===== src/rtl/eth_arb_pkg.sv =====
// Shared types and widths for the Ethernet TX arbiter.
// Used by rr_pick and eth_tx_arbiter.
package eth_arb_pkg;

  localparam int ETH_DATA_W  = 256;
  localparam int ETH_EMPTY_W = 5;

  typedef enum logic {
    IDLE   = 1'b0,
    LOCKED = 1'b1
  } t_arb_state;

  typedef struct packed {
    logic [ETH_DATA_W-1:0]  data;
    logic                   sop;
    logic                   eop;
    logic [ETH_EMPTY_W-1:0] empty;
    logic                   error;
  } t_eth_beat;

endpackage


===== src/rtl/eth_tx_arbiter_rr_pick.sv =====
// Circular priority picker: first request after ptr_i wins.
// Pure combinational, one-hot grant plus valid.
import eth_arb_pkg::*;

module rr_pick #(
  parameter int N  = 3,
  parameter int PW = 2
) (
  input  logic [N-1:0]  req_i,
  input  logic [PW-1:0] ptr_i,
  output logic [N-1:0]  gnt_o,
  output logic          vld_o
);

  always_comb begin : pick
    int   idx;
    logic found;
    idx   = 0;
    found = 1'b0;
    gnt_o = '0;
    for (int k = 1; k <= N; k++) begin
      idx = (int'(ptr_i) + k) % N;
      if (!found && req_i[idx]) begin
        gnt_o[idx] = 1'b1;
        found      = 1'b1;
      end
    end
    vld_o = found;
  end

endmodule


===== src/rtl/eth_tx_arbiter.sv =====
// Packet-locked round-robin merge of NIC TX streams onto the MAC.
// Optional per-port packet counters: define ETH_TX_ARB_STATS_EN.
import eth_arb_pkg::*;

module eth_tx_arbiter #(
  parameter int NUM_PORTS = 3,
  parameter int DATA_W    = ETH_DATA_W,
  parameter int EMPTY_W   = ETH_EMPTY_W
) (
  input  logic                               clk,
  input  logic                               reset_n,
  input  logic [NUM_PORTS-1:0]               in_valid,
  input  logic [NUM_PORTS-1:0][DATA_W-1:0]   in_data,
  input  logic [NUM_PORTS-1:0]               in_sop,
  input  logic [NUM_PORTS-1:0]               in_eop,
  input  logic [NUM_PORTS-1:0][EMPTY_W-1:0]  in_empty,
  input  logic [NUM_PORTS-1:0]               in_error,
  output logic [NUM_PORTS-1:0]               in_ready,
  output logic                               out_valid,
  output logic [DATA_W-1:0]                  out_data,
  output logic                               out_sop,
  output logic                               out_eop,
  output logic [EMPTY_W-1:0]                 out_empty,
  output logic                               out_error,
  input  logic                               out_ready,
  output logic [NUM_PORTS-1:0]               grant_out,
`ifdef ETH_TX_ARB_STATS_EN
  output logic [NUM_PORTS-1:0][31:0]         pkt_count_out,
`endif
  output logic [NUM_PORTS-1:0]               stray_out
);

  localparam int PW = (NUM_PORTS > 1) ? $clog2(NUM_PORTS) : 1;

  t_arb_state            state_q;
  logic [PW-1:0]         rr_ptr_q;
  logic [PW-1:0]         gidx_q;
  logic [NUM_PORTS-1:0]  grant_q;
  logic [NUM_PORTS-1:0]  stray_q;
  logic                  out_valid_q;
  logic [DATA_W-1:0]     out_data_q;
  logic                  out_sop_q;
  logic                  out_eop_q;
  logic [EMPTY_W-1:0]    out_empty_q;
  logic                  out_error_q;

  logic [NUM_PORTS-1:0]  elig;
  logic [NUM_PORTS-1:0]  win_oh;
  logic                  win_vld;
  logic [PW-1:0]         win_idx;
  logic [PW-1:0]         sel;
  logic [NUM_PORTS-1:0]  ready_d;
  logic [NUM_PORTS-1:0]  stray_d;
  logic                  slot_free;
  logic                  acc;

  assign elig      = in_valid & in_sop;
  assign slot_free = !out_valid_q || out_ready;

  rr_pick #(
    .N  (NUM_PORTS),
    .PW (PW)
  ) u_pick (
    .req_i (elig),
    .ptr_i (rr_ptr_q),
    .gnt_o (win_oh),
    .vld_o (win_vld)
  );

  always_comb begin
    win_idx = '0;
    for (int i = 0; i < NUM_PORTS; i++) begin
      if (win_oh[i]) win_idx = PW'(i);
    end
  end

  // Strays are never the winner: the winner always carries SOP.
  always_comb begin
    ready_d = '0;
    stray_d = '0;
    sel     = (state_q == IDLE) ? win_idx : gidx_q;
    if (reset_n) begin
      unique case (state_q)
        IDLE: begin
          for (int i = 0; i < NUM_PORTS; i++) begin
            if (in_valid[i] && !in_sop[i]) begin
              ready_d[i] = 1'b1;
              stray_d[i] = 1'b1;
            end
          end
          if (win_vld) ready_d[win_idx] = slot_free;
        end
        LOCKED: ready_d[gidx_q] = slot_free;
        default: ;
      endcase
    end
    acc = in_valid[sel] && ready_d[sel] &&
          ((state_q == LOCKED) || win_vld);
  end

  assign in_ready = ready_d;

  always_ff @(posedge clk) begin
    if (!reset_n) begin
      state_q     <= IDLE;
      rr_ptr_q    <= PW'(NUM_PORTS - 1);
      gidx_q      <= '0;
      grant_q     <= '0;
      stray_q     <= '0;
      out_valid_q <= 1'b0;
      out_data_q  <= '0;
      out_sop_q   <= 1'b0;
      out_eop_q   <= 1'b0;
      out_empty_q <= '0;
      out_error_q <= 1'b0;
    end else begin
      stray_q <= stray_d;
      if (acc) begin
        out_valid_q <= 1'b1;
        out_data_q  <= in_data[sel];
        out_sop_q   <= in_sop[sel];
        out_eop_q   <= in_eop[sel];
        out_empty_q <= in_empty[sel];
        out_error_q <= in_error[sel];
      end else if (out_ready) begin
        out_valid_q <= 1'b0;
      end
      unique case (state_q)
        IDLE: begin
          if (acc) begin
            if (in_eop[sel]) begin
              rr_ptr_q <= sel;
            end else begin
              state_q <= LOCKED;
              gidx_q  <= sel;
              grant_q <= win_oh;
            end
          end
        end
        LOCKED: begin
          if (acc && in_eop[sel]) begin
            state_q  <= IDLE;
            rr_ptr_q <= gidx_q;
            grant_q  <= '0;
          end
        end
        default: state_q <= IDLE;
      endcase
    end
  end

`ifdef ETH_TX_ARB_STATS_EN
  logic [NUM_PORTS-1:0][31:0] cnt_q;

  always_ff @(posedge clk) begin
    if (!reset_n) begin
      cnt_q <= '0;
    end else if (acc && in_eop[sel]) begin
      cnt_q[sel] <= cnt_q[sel] + 32'd1;
    end
  end

  assign pkt_count_out = cnt_q;
`endif

  assign out_valid = out_valid_q;
  assign out_data  = out_data_q;
  assign out_sop   = out_sop_q;
  assign out_eop   = out_eop_q;
  assign out_empty = out_empty_q;
  assign out_error = out_error_q;
  assign grant_out = grant_q;
  assign stray_out = stray_q;

endmodule


===== config.mk =====
export PLATFORM = sky130hd
export DESIGN_NAME = eth_tx_arbiter
export DESIGN_NICKNAME = d
export VERILOG_FILES = /design/src/rtl/eth_arb_pkg.sv /design/src/rtl/eth_tx_arbiter_rr_pick.sv /design/src/rtl/eth_tx_arbiter.sv
export SDC_FILE = /design/constraint.sdc
export NUM_CORES = 1
export LEC_CHECK = 0
export ABC_CLOCK_PERIOD_IN_PS = 3100
export BUFFER_PORTS_ARGS = -buffer_cell sky130_fd_sc_hd__buf_2
export CORE_AREA = 2 2 416 418
export DETAILED_ROUTE_END_ITERATION = 6
export DIE_AREA = 0 0 418 420
export GPL_ROUTABILITY_DRIVEN = 0
export HOLD_SLACK_MARGIN = 0.06
export PLACE_DENSITY = 0.36
export SYNTH_ARGS = -nofsm -noshare
export SYNTH_HDL_FRONTEND = slang
export SYNTH_SLANG_ARGS = --single-unit

===== constraint.sdc =====
create_clock -name clk -period 3.1 [get_ports clk]
set_clock_uncertainty 0.05 [all_clocks]
set_input_delay 0.155 -clock clk [delete_from_list [all_inputs] [get_ports clk]]
set_output_delay 0.155 -clock clk [all_outputs]
set_load 0.01 [all_outputs]

==> flow_metrics.env, run 1 <==
export IMPL_status="finished, violations left"
export IMPL_violations="setup timing"
export IMPL_place_hpwl_microns=99330
export IMPL_clock_sinks=276
export IMPL_crit_arrival_ns=3.81
export IMPL_drive_gt1_frac=0.4212
export IMPL_grt_pass1_vias=24240
export IMPL_maxClockFrequency_mhz=299.2
export IMPL_cap_violations=0
export IMPL_required_ns=3.57
export IMPL_synth_cell_type_count=46
export IMPL_yosys_warnings=0
export IMPL_synth_area_leader_cell="dfxtp_1"
export IMPL_layout_commonest_cell="buf_2"
export IMPL_numCtsBuffers=45
export IMPL_min_period_over_period=1.078
export IMPL_cts_root_buf="clkbuf_16"
export IMPL_post_drt_wl_per_cell_microns=23.76
export IMPL_yosys_top_cells_area="dfxtp_1 34%, mux2i_1 17%, o211a_1 17%, o2111ai_1 14%, nand2_1 6.6%"
export IMPL_coreArea_sq_um=171000
export IMPL_synth_main_ff_cell="dfxtp_1"
export IMPL_maxSlewViolCount=0
export IMPL_syn_inst=1678
export IMPL_portBuffers=1071
export IMPL_synth_async_reset_ratio=0
export IMPL_dr_pass1_iters=5
export IMPL_hold_viol_final=0
export IMPL_clk_pin_slew_ns=0.06
export IMPL_finalInstanceArea_sq_um=36190
export IMPL_endpoint_kind="register"
export IMPL_seq_area_sq_um=5530
export IMPL_mostFrequentLayoutCells="1068 x buf_2, 710 x dlygate4sd3_1, 281 x nand2_1, 274 x dfxtp_1, 266 x o211a_1"
export IMPL_start_util=0.09372
export IMPL_synth_net_count=2480
export IMPL_syn_area_sq_um=16020
export IMPL_setup_viol=271
export IMPL_p_per_area_nw_per_um2=788.5
export IMPL_rsz0062_at_grt="true"
export IMPL_synth_edf_count=0
export IMPL_worst_pin_slew_ns=1.112
export IMPL_clock_path_buffers=3
export IMPL_die_y_microns=420
export IMPL_via_per_inst=3.940
export IMPL_peakVddDrop_mv=0.4014
export IMPL_dpl_instance_area_sq_um=24990
export IMPL_critPathKind="register to register"
export IMPL_clk_latency_ns=0.63
export IMPL_pre_cts_slack_ns=-0.8099
export IMPL_overflow=0
export IMPL_power_mw=28.53
export IMPL_drt_iter0_drc=1489
export IMPL_cp_max_fo=8
export IMPL_grt_start_max_net_pins=96
export IMPL_h_tree_depth=2
export IMPL_fillers=18670
export IMPL_leakage_nw=17.62
export IMPL_yosysTopAreaCellShare=0.3448
export IMPL_relSlewSlack=0.2588
export IMPL_grt_use_total=0.1468
export IMPL_antenna_found_initial=26
export IMPL_multiInputGateArea_sq_um=10220
export IMPL_fin_ws_ns=-0.2418
export IMPL_setup_tns_ns=-43.54
export IMPL_cts_tree="built"
export IMPL_drc_errors=0
export IMPL_fin_nets=4355
export IMPL_final_antenna_net_count=0
export IMPL_hold_slack_ns=0.06230
export IMPL_worstSetupStartpointType="register"
export IMPL_min_period_ns=3.342
export IMPL_grt_pass1_wl_microns=183200
export IMPL_fp_dieW_microns=418
export IMPL_syn_area_per_cell_sq_um=9.549
export IMPL_routed_wl_microns=138500
export IMPL_area_delta_synth_final_pct=125.9
export IMPL_num_rows=152
export IMPL_ys_ff_latch=276
export IMPL_via_count=22970
export IMPL_yosysSeqAreaShare=0.3448
export IMPL_io_pins=1072
export IMPL_die_area_sq_um=175600
export IMPL_hp_class="input port to register"
[through the flow]
stage | instances | utilization
floorplan | 1678 | -
global placement | 4943 | 0.1461
detailed placement | 4943 | 0.1461
CTS | 5795 | 0.2081
global route | 5825 | 0.2116
finish | 5829 | 0.2117
[sequential cells by signal, indices dropped and copies added (netlist names), named ones only]
register   cells
gidx_q         2
grant_out      3
out_data     256
out_empty      5
out_eop        1
out_error      1
out_sop        1
out_valid      1
rr_ptr_q       2
stray_out      3
[critical path, cell delays in order, from the launching register on]
cell	delay (ns)
dfxtp_2	0.33
buf_6	0.12
ha_4	0.15
buf_6	0.11
nand4b_1	0.15
o311ai_4	0.17
or3_4	0.40
buf_6	0.13
a221oi_4	0.29
nor4b_4	0.09
o22a_4	0.23
buf_12	0.15
and2_4	0.16
buf_12	0.15
buf_8	0.17
buf_16	0.13
o211a_1	0.20
[path summary, 6_finish.rpt]
| path | from | endpoint | slack, ns | depth (start not counted) |
|---|---|---|---|---|
| max | rr_ptr_q[0] | out_data[43] | -0.24 | 16 |
| max reg2reg | rr_ptr_q[0] | out_data[43] | -0.24 | 16 |
| min reg2reg | grant_out[2] | grant_out[2] | 0.43 | 2 |
| min | in_data[331] | out_data[75] | 0.06 | 4 |
[cell families (layout without fill, tap and decap cells)]
family | after synthesis | after routing | share of synthesized area
AOI/OAI and AO/OA | 572 | 572 | 0.3317
and+or+nand+nor | 332 | 333 | 0.08527
DFF | 276 | 276 | 0.3448
muxes | 271 | 271 | 0.1695
buffers and inverters | 223 | 2131 | 0.06559
adders and majority gates | 4 | 4 | 0.003124
other | 0 | 9 | 0
[timing repair]
item,in CTS,in global routing
resized for setup,174,69
endpoints found under the hold margin,270,7
cloned,30,7
buffers inserted,47,13
pin swaps,24,16
hold buffers,698,12
setup endpoints to repair,276,276
[where the power goes]
part	total, mW	leakage (nW)	internal [mW]	switching (mW)
clock network	5.35	0.731	3.17	2.19
logic	17.5	14.6	7.62	9.85
registers	5.71	2.26	4.87	0.847
[layer usage]
layer	vias up	wire length, microns	global-route usage
met5	-	217	0.005279
met4	16	5450	0.05709
met1	11210	54850	0.1724
met3	275	12650	0.05420
li1	10430	-	-
met2	1032	65320	0.2408
[cell usage after synthesis, types with 2 or more instances]
| cell type | number |
|---|---|
| mux2i_1 | 269 |
| a21oi_1 | 9 |
| o211a_1 | 266 |
| nor2b_1 | 3 |
| buf_2 | 48 |
| o2111ai_1 | 265 |
| o31ai_1 | 2 |
| o22ai_1 | 3 |
| buf_4 | 13 |
| nor3_1 | 2 |
| and2_1 | 3 |
| a31oi_1 | 3 |
| nand4_1 | 5 |
| and3_1 | 5 |
| nand2_1 | 283 |
| nor2_1 | 9 |
| inv_1 | 9 |
| clkbuf_1 | 137 |
| buf_6 | 14 |
| o21ai_0 | 7 |
| ha_1 | 4 |
| nand3_1 | 9 |
| o21a_1 | 2 |
| o211ai_1 | 4 |
| mux2_2 | 2 |
| nand4b_1 | 7 |
| dfxtp_1 | 276 |
[final cells by class]
cell class,instances,area share
Inverter,10,0.001037
Clock inverter,19,0.006673
Multi-Input combinational cell,1180,0.2825
Antenna cell,9,0.0006223
Clock buffer,62,0.03454
Sequential cell,276,0.1528
Tap cell,2233,0.07720
Timing Repair Buffer,2040,0.4446
No activity file was read; power rests on OpenSTA's default activity.
==> run 2: changes to the inputs <==
==> constraint.sdc (replaced) <==
create_clock -name clk -period 3.1 [get_ports clk]
set_clock_uncertainty 0.05 [all_clocks]
set_input_delay 0.465 -clock clk [delete_from_list [all_inputs] [get_ports clk]]
set_output_delay 0.465 -clock clk [all_outputs]
set_load 0.01 [all_outputs]
==> run 2 against run 1 <==
  * The run still ends with setup timing left
  * Total power is 3.5% higher
  * Register-to-register slack hardly changed
  * Largest power group unchanged
  * Setup slack worse by 0.0069 ns
  * Critical endpoint is now out_data[138]
  * Worst hold slack better by 0.067 ns
  * Wire length is 3.5% lower
  * Sequential share of layout area increased by 2.7 points
  * Sequential power about the same
  * Clock power shrank 6.0%
  * Fmax is 0.21% lower
  * Count of clock-buffer cells in the layout unchanged
==> flow_metrics.env, run 2 (synthesized netlist as in run 1, its figures left out) <==
export IMPL_via_count=19930
export IMPL_worstSetupStartpointType="register"
export IMPL_io_pins=1072
export IMPL_drt_iter0_drc=1290
export IMPL_finalInstanceArea_sq_um=30700
export IMPL_die_y_microns=420
export IMPL_clock_sinks=276
export IMPL_die_area_sq_um=175600
export IMPL_maxClockFrequency_mhz=298.6
export IMPL_cts_tree="built"
export IMPL_place_hpwl_microns=99380
export IMPL_h_tree_depth=2
export IMPL_num_rows=152
export IMPL_hp_start="in_data[555]"
export IMPL_numCtsBuffers=42
export IMPL_pre_cts_slack_ns=-0.6480
export IMPL_via_per_inst=3.870
export IMPL_reg2regPathDepth=17
export IMPL_crit_start="rr_ptr_q[1]"
export IMPL_r2r_setup_slack_ns=-0.25
export IMPL_hold_viol_final=0
export IMPL_coreArea_sq_um=171000
export IMPL_largest_register_ffs=256
export IMPL_status="finished, violations left"
export IMPL_dr_pass1_iters=5
export IMPL_cts_root_buf="clkbuf_16"
export IMPL_final_antenna_net_count=0
export IMPL_cap_violations=0
export IMPL_relSlewSlack=0.1813
export IMPL_worst_pin_slew_ns=1.228
export IMPL_required_ns=3.53
export IMPL_drive_gt1_frac=0.5625
export IMPL_routed_wl_microns=133600
export IMPL_power_mw=29.53
export IMPL_holdPathStages=4
export IMPL_clock_path_buffers=3
export IMPL_violations="setup timing"
export IMPL_grt_start_max_net_pins=148
export IMPL_grt_use_total=0.1432
export IMPL_worstReg2RegStart="rr_ptr_q[1]"
export IMPL_overflow=0
export IMPL_area_delta_synth_final_pct=91.59
export IMPL_rsz0062_at_grt="true"
export IMPL_critPathKind="register to register"
export IMPL_grt_pass1_wl_microns=173000
export IMPL_cp_max_fo=7
export IMPL_start_util=0.09372
export IMPL_fin_ws_ns=-0.2487
export IMPL_portBuffers=1071
export IMPL_setup_tns_ns=-45.90
export IMPL_endpoint_kind="register"
export IMPL_leakage_nw=14.97
export IMPL_layout_commonest_cell="buf_2"
export IMPL_fp_dieW_microns=418
export IMPL_antenna_found_initial=32
export IMPL_hold_buffers=0
export IMPL_p_per_area_nw_per_um2=961.8
export IMPL_min_period_ns=3.349
export IMPL_clk_latency_ns=0.60
export IMPL_post_drt_wl_per_cell_microns=25.95
export IMPL_setup_viol=274
export IMPL_drc_errors=0
export IMPL_hp_class="input port to register"
export IMPL_maxSlewViolCount=0
export IMPL_grt_pass1_vias=20070
export IMPL_mostFrequentLayoutCells="1067 x buf_2, 281 x nand2_1, 274 x dfxtp_1, 265 x o211a_1, 252 x mux2i_1"
export IMPL_min_period_over_period=1.080
export IMPL_crit_arrival_ns=3.78
export IMPL_clk_pin_slew_ns=0.06
export IMPL_peakVddDrop_mv=0.5644
export IMPL_fin_nets=3683
export IMPL_dpl_instance_area_sq_um=25000
[run 2: cell count changes in the layout (fill, tap and decap cells not counted), moves of 3 or more]
cell / change
o2111ai_4: +43
o2111ai_2: +60
buf_4: +5
mux2i_2: -12
dlygate4sd3_1: -710
diode_2: -3
buf_8: +8
clkinv_2: -6
o2111ai_1: -103
buf_16: +4
mux2i_1: +14
buf_6: +21
[run 2: cell type report]
cell class / instances / area, sq um
clock inverters: 11 / 166.4
inverters: 10 / 40.04
well taps: 2233 / 2794
flip-flops and latches: 276 / 5530
fillers: 19090 / 140300
repair buffers: 1372 / 9618
clock buffers: 62 / 1217
multi-input cells: 1179 / 11320
diodes: 6 / 15.01
[run 2: path summary, 6_finish.rpt]
check,to
worst max-delay path,out_data[138]
worst min-delay path,out_data[43]
worst max register to register,out_data[138]
worst min register to register,out_data[180]
[run 2: critical path, stage by stage, from the launching register on]
cell       delay (ns)
dfxtp_4          0.39
inv_4            0.05
ha_4             0.15
buf_6            0.11
nand4b_1         0.14
o311ai_4         0.13
buf_6            0.15
buf_6            0.11
o211a_4          0.24
o311ai_4         0.30
a31oi_4          0.14
o22a_4           0.26
buf_6            0.13
and2_4           0.18
buf_12           0.15
buf_12           0.15
clkbuf_16        0.17
o211a_1          0.20
[run 2: repair_timing]
item	CTS	global route
endpoints found under the setup margin	274	276
gates resized for setup	392	65
hold endpoints to repair	0	0
buffers inserted	72	17
pin swaps	106	32
cloned	44	8
[run 2: through the flow]
step / hold slack (ns) / utilization / std cells
3_5_place_dp: 0.4304 / 0.1462 / 4958
5_1_grt: 0.1007 / 0.1795 / 5146
4_1_cts: 0.06508 / 0.1786 / 5139
2_1_floorplan: 0.4145 / - / 1678
6_report: 0.1291 / 0.1795 / 5149
3_3_place_gp: 0.4243 / 0.1462 / 4958
[run 2: per-layer routing]
layer  global-route usage  up-vias  share of wire  wire length [microns]
li1                     -     9091              -                      -
met1               0.1709     9865           0.40                  53390
met2               0.2402      808           0.48                  64360
met3              0.05898      143           0.10                  13440
met4              0.02729       22          0.017                   2291
met5                    0        -        0.00098                    131
[run 2: report_power, final]
group / switching (mW) / internal [mW]
sequential: 0.851 / 4.86
combinational: 10.8 / 7.95
clock: 2.06 / 2.97
total: 13.7 / 15.8
